[config.mk]
export PLATFORM = sky130hd
export DESIGN_NAME = flash_sequencer
export DESIGN_NICKNAME = d
export VERILOG_FILES = /design/src/rtl/flash_sequencer_pkg.sv /design/src/rtl/flash_sequencer_handshake.sv /design/src/rtl/flash_sequencer.sv
export SDC_FILE = /design/constraint.sdc
export NUM_CORES = 1
export LEC_CHECK = 0
export ABC_AREA = 1
export ABC_CLOCK_PERIOD_IN_PS = 4790
export CAP_MARGIN = 20
export CORE_MARGIN = 5
export CORE_UTILIZATION = 54
export DETAILED_ROUTE_END_ITERATION = 7
export PLACE_DENSITY = 0.89
export SLEW_MARGIN = 10
export SYNTH_ARGS = -nofsm -noshare
export SYNTH_HDL_FRONTEND = slang
export SYNTH_SLANG_ARGS = --single-unit
[constraint.sdc]
create_clock -name clk -period 4.79 [get_ports clk]
set_input_delay 1.1975 -clock clk [delete_from_list [all_inputs] [get_ports clk]]
set_output_delay 1.1975 -clock clk [all_outputs]
set_load 0.1 [all_outputs]
[src/rtl/flash_sequencer_pkg.sv]
// Shared types and constants for the flash programming sequencer and the SPI engine.
// Latency: n/a (types and constants only).
// Backpressure: n/a.
//
// Contents:
//   SPI_PAGE_BYTES / SPI_PAGE_SHIFT : flash page size and its log2, shared with the engine
//   cmd_t       : command word presented to the SPI engine
//   seq_state_t : top-level sequencer states
//   hs_phase_t  : phases of a single command handshake
//   state_cmd() : which engine command a sequencer state issues
package flash_sequencer_pkg;

    localparam int SPI_PAGE_BYTES = 256;
    localparam int SPI_PAGE_SHIFT = $clog2(SPI_PAGE_BYTES);

    typedef enum logic [2:0] {
        CMD_NONE  = 3'd0,
        CMD_ERASE = 3'd1,
        CMD_WRITE = 3'd2,
        CMD_READ  = 3'd3,
        CMD_END   = 3'd4
    } cmd_t;

    typedef enum logic [3:0] {
        S_IDLE   = 4'd0,
        S_ERASE  = 4'd1,
        S_PROG   = 4'd2,
        S_VERIFY = 4'd3,
        S_CHECK  = 4'd4,
        S_FINISH = 4'd5,
        S_FAIL   = 4'd6,
        S_DONE   = 4'd7,
        S_HALT   = 4'd8
    } seq_state_t;

    typedef enum logic [1:0] {
        HS_IDLE  = 2'd0,
        HS_ISSUE = 2'd1,
        HS_WAIT  = 2'd2
    } hs_phase_t;

    // Command owned by each sequencer state; CMD_NONE for states that
    // never talk to the engine.
    function automatic cmd_t state_cmd(input seq_state_t s);
        cmd_t c;
        case (s)
            S_ERASE:          c = CMD_ERASE;
            S_PROG:           c = CMD_WRITE;
            S_VERIFY:         c = CMD_READ;
            S_FINISH, S_FAIL: c = CMD_END;
            default:          c = CMD_NONE;
        endcase
        return c;
    endfunction

endpackage

[src/rtl/flash_sequencer_handshake.sv]
// Drives one engine command through ISSUE/WAIT and reports its completion.
// Latency: cmd_out registered 1 cycle after go; fin is combinational on the completing cycle.
// Backpressure: holds the command until spi_cmd_done drops, then until it rises again.
//
// Ports:
//   clk, n_rst   : clock, synchronous active-low reset
//   go, go_cmd   : launch a command (honoured only while idle)
//   spi_cmd_done : engine idle indication, stable at each rising edge
//   cmd_out      : registered command to the engine
//   idle         : no command in flight
//   fin          : high for the single cycle on whose edge the command completes
module flash_sequencer_handshake
    import flash_sequencer_pkg::*;
(
    input  logic clk,
    input  logic n_rst,
    input  logic go,
    input  cmd_t go_cmd,
    input  logic spi_cmd_done,
    output cmd_t cmd_out,
    output logic idle,
    output logic fin
);

    hs_phase_t phase_q, phase_d;
    cmd_t      cmd_q, cmd_d;

    always_comb begin
        phase_d = phase_q;
        cmd_d   = cmd_q;
        fin     = 1'b0;
        case (phase_q)
            HS_IDLE: begin
                if (go) begin
                    phase_d = HS_ISSUE;
                    cmd_d   = go_cmd;
                end
            end
            HS_ISSUE: begin
                // The engine drops cmd_done once it has latched the command.
                if (!spi_cmd_done) begin
                    if (cmd_q == CMD_END) begin
                        // END stops the flash clock: nothing will ever come
                        // back, and the command word is left at END.
                        fin     = 1'b1;
                        phase_d = HS_IDLE;
                    end else begin
                        phase_d = HS_WAIT;
                    end
                end
            end
            HS_WAIT: begin
                // The engine re-latches cmd every cycle of its poll loop, so
                // the command stays on the bus until cmd_done returns.
                if (spi_cmd_done) begin
                    fin     = 1'b1;
                    phase_d = HS_IDLE;
                    cmd_d   = CMD_NONE;
                end
            end
            default: begin
                phase_d = HS_IDLE;
                cmd_d   = CMD_NONE;
            end
        endcase
    end

    always_ff @(posedge clk) begin
        if (!n_rst) begin
            phase_q <= HS_IDLE;
            cmd_q   <= CMD_NONE;
        end else begin
            phase_q <= phase_d;
            cmd_q   <= cmd_d;
        end
    end

    assign cmd_out = cmd_q;
    assign idle    = (phase_q == HS_IDLE);

endmodule

[src/rtl/flash_sequencer.sv]
// Programs an image into SPI flash: chip erase, page writes, optional byte read-verify, END.
// Latency: ERASE on spi_cmd 1 cycle after start; 2 cycles overhead per command; 1 cycle per CHECK.
// Backpressure: each command is held until the engine's spi_cmd_done handshake completes.
//
// Ports:
//   clk, n_rst            : clock, synchronous active-low reset
//   start                 : one-cycle request, accepted only in IDLE
//   num_pages, verify_en  : job description, captured on accepted start
//   busy, done, error     : status (done is a pulse, error is sticky)
//   err_addr              : first mismatching byte address
//   pages_done            : pages written so far
//   spi_cmd, spi_cmd_done : command handshake with the SPI engine
//   spi_addr, spi_addr_req: flash address out, byte-in-page index back from the engine
//   spi_wdata, spi_rdata  : write data (image byte), read data from flash
//   img_addr, img_data    : image memory, combinational read
module flash_sequencer
    import flash_sequencer_pkg::*;
#(
    parameter int PAGE_BYTES = SPI_PAGE_BYTES,
    parameter int ADDR_W     = 24
) (
    input  logic              clk,
    input  logic              n_rst,
    input  logic              start,
    input  logic [15:0]       num_pages,
    input  logic              verify_en,
    output logic              busy,
    output logic              done,
    output logic              error,
    output logic [ADDR_W-1:0] err_addr,
    output logic [15:0]       pages_done,
    output cmd_t              spi_cmd,
    input  logic              spi_cmd_done,
    output logic [ADDR_W-1:0] spi_addr,
    input  logic [ADDR_W-1:0] spi_addr_req,
    output logic [7:0]        spi_wdata,
    input  logic [7:0]        spi_rdata,
    output logic [ADDR_W-1:0] img_addr,
    input  logic [7:0]        img_data
);

    localparam int PAGE_SHIFT = $clog2(PAGE_BYTES);

    seq_state_t        state_q, state_d;
    logic [15:0]       num_q, num_d;
    logic              ven_q, ven_d;
    logic [15:0]       page_idx_q, page_idx_d;
    // One bit wider than the address so the last-byte compare never wraps.
    logic [ADDR_W:0]   byte_idx_q, byte_idx_d;
    logic              busy_q, busy_d;
    logic              done_q, done_d;
    logic              error_q, error_d;
    logic [ADDR_W-1:0] err_addr_q, err_addr_d;
    logic [15:0]       pages_done_q, pages_done_d;

    logic              hs_go;
    cmd_t              hs_go_cmd;
    logic              hs_idle;
    logic              hs_fin;
    cmd_t              own_cmd;

    logic [ADDR_W-1:0] page_base;
    logic [ADDR_W:0]   total_bytes;
    logic [ADDR_W:0]   byte_last;
    logic              last_page;
    logic              last_byte;
    logic              byte_match;

    // ------------------------------------------------------------------
    // Single shared handshake, launched by whichever state owns the bus.
    // ------------------------------------------------------------------
    flash_sequencer_handshake u_hs (
        .clk          (clk),
        .n_rst        (n_rst),
        .go           (hs_go),
        .go_cmd       (hs_go_cmd),
        .spi_cmd_done (spi_cmd_done),
        .cmd_out      (spi_cmd),
        .idle         (hs_idle),
        .fin          (hs_fin)
    );

    assign own_cmd = state_cmd(state_q);

    always_comb begin
        hs_go     = 1'b0;
        hs_go_cmd = CMD_NONE;
        if (state_q == S_IDLE) begin
            // Launching straight from IDLE gives the 1-cycle start-to-ERASE
            // latency; an empty job goes straight to END.
            if (start) begin
                hs_go     = 1'b1;
                hs_go_cmd = (num_pages == 16'd0) ? CMD_END : CMD_ERASE;
            end
        end else if (hs_idle && (own_cmd != CMD_NONE)) begin
            // Every later command is launched the cycle after the previous
            // one returned NONE.
            hs_go     = 1'b1;
            hs_go_cmd = own_cmd;
        end
    end

    // ------------------------------------------------------------------
    // Address generation
    // ------------------------------------------------------------------
    assign page_base   = ADDR_W'(page_idx_q) << PAGE_SHIFT;
    assign total_bytes = (ADDR_W + 1)'(num_q) << PAGE_SHIFT;
    assign byte_last   = total_bytes - (ADDR_W + 1)'(1);
    assign last_page   = (page_idx_q == (num_q - 16'd1));
    assign last_byte   = (byte_idx_q == byte_last);
    assign byte_match  = (spi_rdata == img_data);

    always_comb begin
        spi_addr = '0;
        img_addr = '0;
        case (state_q)
            S_PROG: begin
                spi_addr = page_base;
                img_addr = page_base + spi_addr_req;
            end
            S_VERIFY, S_CHECK: begin
                spi_addr = byte_idx_q[ADDR_W-1:0];
                img_addr = byte_idx_q[ADDR_W-1:0];
            end
            default: begin
                spi_addr = '0;
                img_addr = '0;
            end
        endcase
    end

    assign spi_wdata = img_data;

    // ------------------------------------------------------------------
    // Sequencer next-state
    // ------------------------------------------------------------------
    always_comb begin
        state_d      = state_q;
        num_d        = num_q;
        ven_d        = ven_q;
        page_idx_d   = page_idx_q;
        byte_idx_d   = byte_idx_q;
        busy_d       = busy_q;
        done_d       = 1'b0;
        error_d      = error_q;
        err_addr_d   = err_addr_q;
        pages_done_d = pages_done_q;

        case (state_q)
            S_IDLE: begin
                if (start) begin
                    num_d        = num_pages;
                    ven_d        = verify_en;
                    page_idx_d   = '0;
                    byte_idx_d   = '0;
                    busy_d       = 1'b1;
                    error_d      = 1'b0;
                    err_addr_d   = '0;
                    pages_done_d = '0;
                    state_d      = (num_pages == 16'd0) ? S_FINISH : S_ERASE;
                end
            end
            S_ERASE: begin
                if (hs_fin) begin
                    state_d = S_PROG;
                end
            end
            S_PROG: begin
                if (hs_fin) begin
                    pages_done_d = pages_done_q + 16'd1;
                    if (last_page) begin
                        state_d = ven_q ? S_VERIFY : S_FINISH;
                    end else begin
                        page_idx_d = page_idx_q + 16'd1;
                    end
                end
            end
            S_VERIFY: begin
                if (hs_fin) begin
                    state_d = S_CHECK;
                end
            end
            S_CHECK: begin
                if (!byte_match) begin
                    // Busy drops on the same edge the error flag rises.
                    state_d    = S_FAIL;
                    error_d    = 1'b1;
                    err_addr_d = byte_idx_q[ADDR_W-1:0];
                    busy_d     = 1'b0;
                end else if (last_byte) begin
                    state_d = S_FINISH;
                end else begin
                    byte_idx_d = byte_idx_q + (ADDR_W + 1)'(1);
                    state_d    = S_VERIFY;
                end
            end
            S_FINISH: begin
                if (hs_fin) begin
                    state_d = S_DONE;
                    done_d  = 1'b1;
                    busy_d  = 1'b0;
                end
            end
            S_FAIL: begin
                if (hs_fin) begin
                    state_d = S_HALT;
                end
            end
            S_DONE: begin
                state_d = S_IDLE;
            end
            S_HALT: begin
                // Flash clock is stopped; only a reset brings us back.
                state_d = S_HALT;
            end
            default: begin
                state_d = S_IDLE;
            end
        endcase
    end

    always_ff @(posedge clk) begin
        if (!n_rst) begin
            state_q      <= S_IDLE;
            num_q        <= '0;
            ven_q        <= 1'b0;
            page_idx_q   <= '0;
            byte_idx_q   <= '0;
            busy_q       <= 1'b0;
            done_q       <= 1'b0;
            error_q      <= 1'b0;
            err_addr_q   <= '0;
            pages_done_q <= '0;
        end else begin
            state_q      <= state_d;
            num_q        <= num_d;
            ven_q        <= ven_d;
            page_idx_q   <= page_idx_d;
            byte_idx_q   <= byte_idx_d;
            busy_q       <= busy_d;
            done_q       <= done_d;
            error_q      <= error_d;
            err_addr_q   <= err_addr_d;
            pages_done_q <= pages_done_d;
        end
    end

    assign busy       = busy_q;
    assign done       = done_q;
    assign error      = error_q;
    assign err_addr   = err_addr_q;
    assign pages_done = pages_done_q;

endmodule
# Word level (Yosys, flattened, before mapping)
# Cells that the tools add are included.
dict set report word_totals {
  regBits 110
  inputBits 61
  word_cells 121
}
dict set report op_classes {
  n_bitwise 1
  reduce_logical 20
  mux 55
  n_eq_ne 27
  add_sub_neg 6
}
# cell count
set ops {}
lappend ops {{case mux 24 bit (2 select lines)} 3}
lappend ops {{two-way mux 25 bit} 3}
lappend ops {{two-way mux 16 bit} 4}
lappend ops {{case mux 16 bit (2 select lines)} 2}
lappend ops {{case mux 25 bit (2 select lines)} 1}
lappend ops {{two-way mux 24 bit} 2}
lappend ops {{adder 16 x 1 -> 16 bit (second input constant)} 2}
lappend ops {{case mux 4 bit (8 select lines)} 1}
lappend ops {{two-way mux 3 bit} 10}
lappend ops {{two-way mux 4 bit} 7}
lappend ops {{inequality test 2 bit (second input constant)} 14}
lappend ops {{adder 25 x 1 -> 25 bit (second input constant)} 1}
lappend ops {{== test 25 bit} 1}
lappend ops {{subtractor 24 x 1 -> 25 bit (second input constant)} 1}
lappend ops {{adder 24 bit} 1}
lappend ops {{== test 16 bit} 1}
lappend ops {{zero test 16 bit} 1}
lappend ops {{subtractor 16 x 1 -> 16 bit (second input constant)} 1}
lappend ops {{== test 4 x 3 -> 1 bit (second input constant)} 3}
lappend ops {{two-way mux 1 bit} 12}
lappend ops {{case mux 3 bit (4 select lines)} 1}
lappend ops {{AND reduction 3 bit} 4}
lappend ops {{AND reduction 4 bit} 3}
lappend ops {{case mux 3 bit (3 select lines)} 1}
lappend ops {{other kinds (20)} 29}

# Depth between registers and ports, before layout
dict set report depth {
  ltp_word 9
  depth_mapped 19
  mapped_depth_nobuf 19
}

# Hierarchy
# A second synthesis with hierarchy kept.
dict set report hier_totals {
  cells_unflattened 1239
  area_unflattened_um2 7832.5
}
# mod cells_each n_inst area_each_um2 seq_area_each_um2
set modules_own_cells {}
lappend modules_own_cells {flash_sequencer 1190 1 7487.2 2102.0}
lappend modules_own_cells {flash_sequencer_handshake 49 1 345.3 100.1}

# Worst setup path after synthesis
# OpenSTA, ideal clock, no wires.
dict set report synth_timing {
  path_kind {input-to-output}
  start {in spi_addr_req[8]}
  end {out img_addr[10]}
  arrival_time_ns 4.209
  cell_stages 5
  n_path_buf 0
  path_slack_ns -0.616
  cell_sequence {ha_1 -> fa_1 -> nand2_1 -> inv_1 -> o32ai_1}
}
dict set report synth_via {
  elab_chain_cells 2
}
# item line
set synth_lines {}
lappend synth_lines {{from (decl)} flash_sequencer.sv:35} ;# input logic [ADDR_W-1:0] spi_addr_req,
lappend synth_lines {{adder 24 bit} flash_sequencer.sv:119} ;# img_addr = page_base + spi_addr_req;
lappend synth_lines {{case mux 24 bit (2 select lines)} flash_sequencer.sv:116} ;# case (state_q)
lappend synth_lines {{to (decl)} flash_sequencer.sv:38} ;# output logic [ADDR_W-1:0] img_addr,
# No other way between the ends.

# Worst setup path in the final report
dict set report layout_timing {
  start {in spi_addr_req[9]}
  end {out img_addr[22]}
}
# Same word-level chain as after synthesis.

==> out/qor.yml <==
status: "finished clean"
min_path_type: "reg -> reg"
cp-start-kind: "primary input"
htreeDepth: 3
die_h_um: 130
cts_tree: "done"
synthArstFlopShare_pct: 0
syn_avg_cell_area_um2: 6.43
leakage_uw: 0.00369
drc_errors: 0
ys.flop_type: "dfxtp_1"
cts_root_buf: "clkbuf_16"
hold_viol: 0
worstPathArrival_ns: 3.40
portBuffers: 162
clk_latency_ns: 0.36
clkTransAtPathRegs_ns: 0.08
tightest_slew_ns: 1.06
globalplace.congestion: 0.955
post_drt_wl_per_cell_um: 16.5
synth_top_area_share_pct: 28.2
grt_max_degree: 59
setup_viol: 0
ios: 163
multi_input_area_um2: 4970
area_growth_pct: 29.6
cp-end-kind: "output pin"
n_fill_cell: 1184
die_w_um: 130
synth_common_cells: "nand2_1, nand3_1, nor2_1"
tns_ns: 0
holdWs_ns: 0.483
vias_per_cell: 5.80
grt_pass1_vias: 8169
min_period_over_period_pct: 96.0
clock-sinks: 110
rsz0062_at_grt: "no"
initial_core_util_pct: 54.3
n_antenna_cell: 0
dr.first_iter.drc_count: 855
ys_seq_elements: 110
max_slew_margin_pct: 29.4
core_um2: 14400
synth_edf_count: 0
cap_violations: 0
drt_first_pass_iters: 6
synth_area_um2: 7800
seq_area_um2: 2200
synth_fp_nets: 1297
max-vdd-ir-drop_mv: 0.316
cp.required_ns: 3.59
rows: 44
finalCriticalPeriod_ns: 4.60
vias: 8840
synth_seq_area_share_pct: 28.2
critical_path_class: "in -> out"
cts_made_buffers: 9
ant_nets: 0
yosysMostFrequentCell: "nand2_1"
final_area_um2: 10100
clk_path_buf_depth: 2
hpwl_um: 19100
yosysWarnings: 0
dp.cells: 1508
power_density_nw_per_um2: 380
synth_cells: 1213
grt_pass1_wl_um: 39800
clock-skew-final_ns: 0.00909
finalWirelength_um: 25100
placed_area_um2: 9740
final_cells: 1525
postCtsHoldBufs: 0
layout-drive-gt1-share_pct: 12.6
fin_nets: 1420
max_freq_ghz: 0.218
finalMaxSlewViolations: 0
overflow: 0
yosysTopAreaCell: "dfxtp_1"
die_area_um2: 17000
yosysUniqueCellTypes: 48
synth_area_leaders: "dfxtp_1, nand2_1, nand3_1, a21oi_1, nor2_1"
antenna_found_initial: 0
post-route-util_pct: 70.4
critPathMaxFanout: 4
track_usage_pct: 29.0
## worst paths after layout
check / end / cells past startpoint / start / slack, ns
worst max-delay path: img_addr[22] / 14 / spi_addr_req[9] / 0.19
worst min-delay path: err_addr[22] / 2 / err_addr[22] / 0.48
worst max register to register: byte_idx_q[1] / 17 / byte_idx_q[0] / 1.68
worst min register to register: err_addr[22] / 2 / err_addr[22] / 0.48
## routing by layer
metal / up-vias / track usage (%) / wire length (um)
li1: 4290 / - / -
met1: 4013 / 38.3 / 10400
met2: 483 / 47.3 / 11200
met3: 54 / 6.02 / 2740
met4: 0 / 9.72 / 774
met5: - / 0 / 0
## area by class of cell
type	instances	share of cell area, %
Inverter	118	4.38
Clock buffer	9	2.23
Timing Repair Buffer	174	19.4
Multi-Input combinational cell	923	49.2
Sequential cell	110	21.8
Clock inverter	7	0.717
Tap cell	184	2.28
## kinds of logic after synthesis
| group | count (synthesis) | share of synthesized area [%] |
|---|---|---|
| adder cells (fa/ha/maj) | 23 | 3.78 |
| flip-flops | 110 | 28.2 |
| AO/OA/AOI/OAI | 215 | 15.1 |
| XOR/XNOR | 54 | 6.24 |
| AND/OR/NAND/NOR | 631 | 37.1 |
| buffers and inverters | 180 | 9.53 |
## flip-flops by register name (all words and copies together), names as in the netlist
name and cells:
byte_idx_q 25, err_addr 24, num_q 16, page_idx_q 16, pages_done 16, state_q 4
u_hs.cmd_out 3, u_hs.phase_q 2, busy 1, done 1, error 1, ven_q 1
## through the flow
step	setup WS (ns)	power, uW
after floorplan	0.00850	2600
after global placement	-0.0492	3030
after detailed placement	-0.185	3070
after CTS	0.0316	3820
after global routing	0.0157	4080
final	0.194	3850
## where the power goes
group / switching, uW / internal, uW / leakage [uW] / total, uW
Clock: 385 / 372 / 0.000149 / 757
Combinational: 1410 / 584 / 0.00265 / 2000
Sequential: 101 / 991 / 0.000892 / 1090
Total: 1900 / 1950 / 0.00369 / 3850
## cell usage in the layout, fill, tap and decap left out, types with 17 or more instances in the layout
master           synthesis  routed
a21oi_1                111     108
buf_12                   1      30
buf_4                    8      37
clkdlybuf4s50_1          0     105
dfxtp_1                110     110
ha_1                    22      21
inv_1                  107     106
nand2_1                249     247
nand2_2                 15      17
nand3_1                140     138
nand4_1                 22      22
nor2_1                 119     119
nor3_1                  29      29
nor4_1                  19      19
o21ai_0                 56      49
o22ai_1                 24      19
xor2_1                  41      41
## what timing repair did
| action | in CTS | in global routing |
|---|---|---|
| setup buffers | 0 | 1 |
| setup endpoints to repair | 3 | 4 |
| resized for setup | 6 | 16 |
| pin swaps | 3 | 8 |
## worst max-delay path, cell delays in order
cell	delay, ns
clkdlybuf4s50_1	0.47
fa_2	0.37
nand2_2	0.07
inv_2	0.04
o21ai_2	0.11
nand2_1	0.08
a21oi_2	0.18
o21ai_2	0.12
nand4_1	0.12
nand3_2	0.10
a21oi_2	0.16
o21ai_2	0.08
o21ai_2	0.09
buf_12	0.21
(Power assumes the default switching activity.)
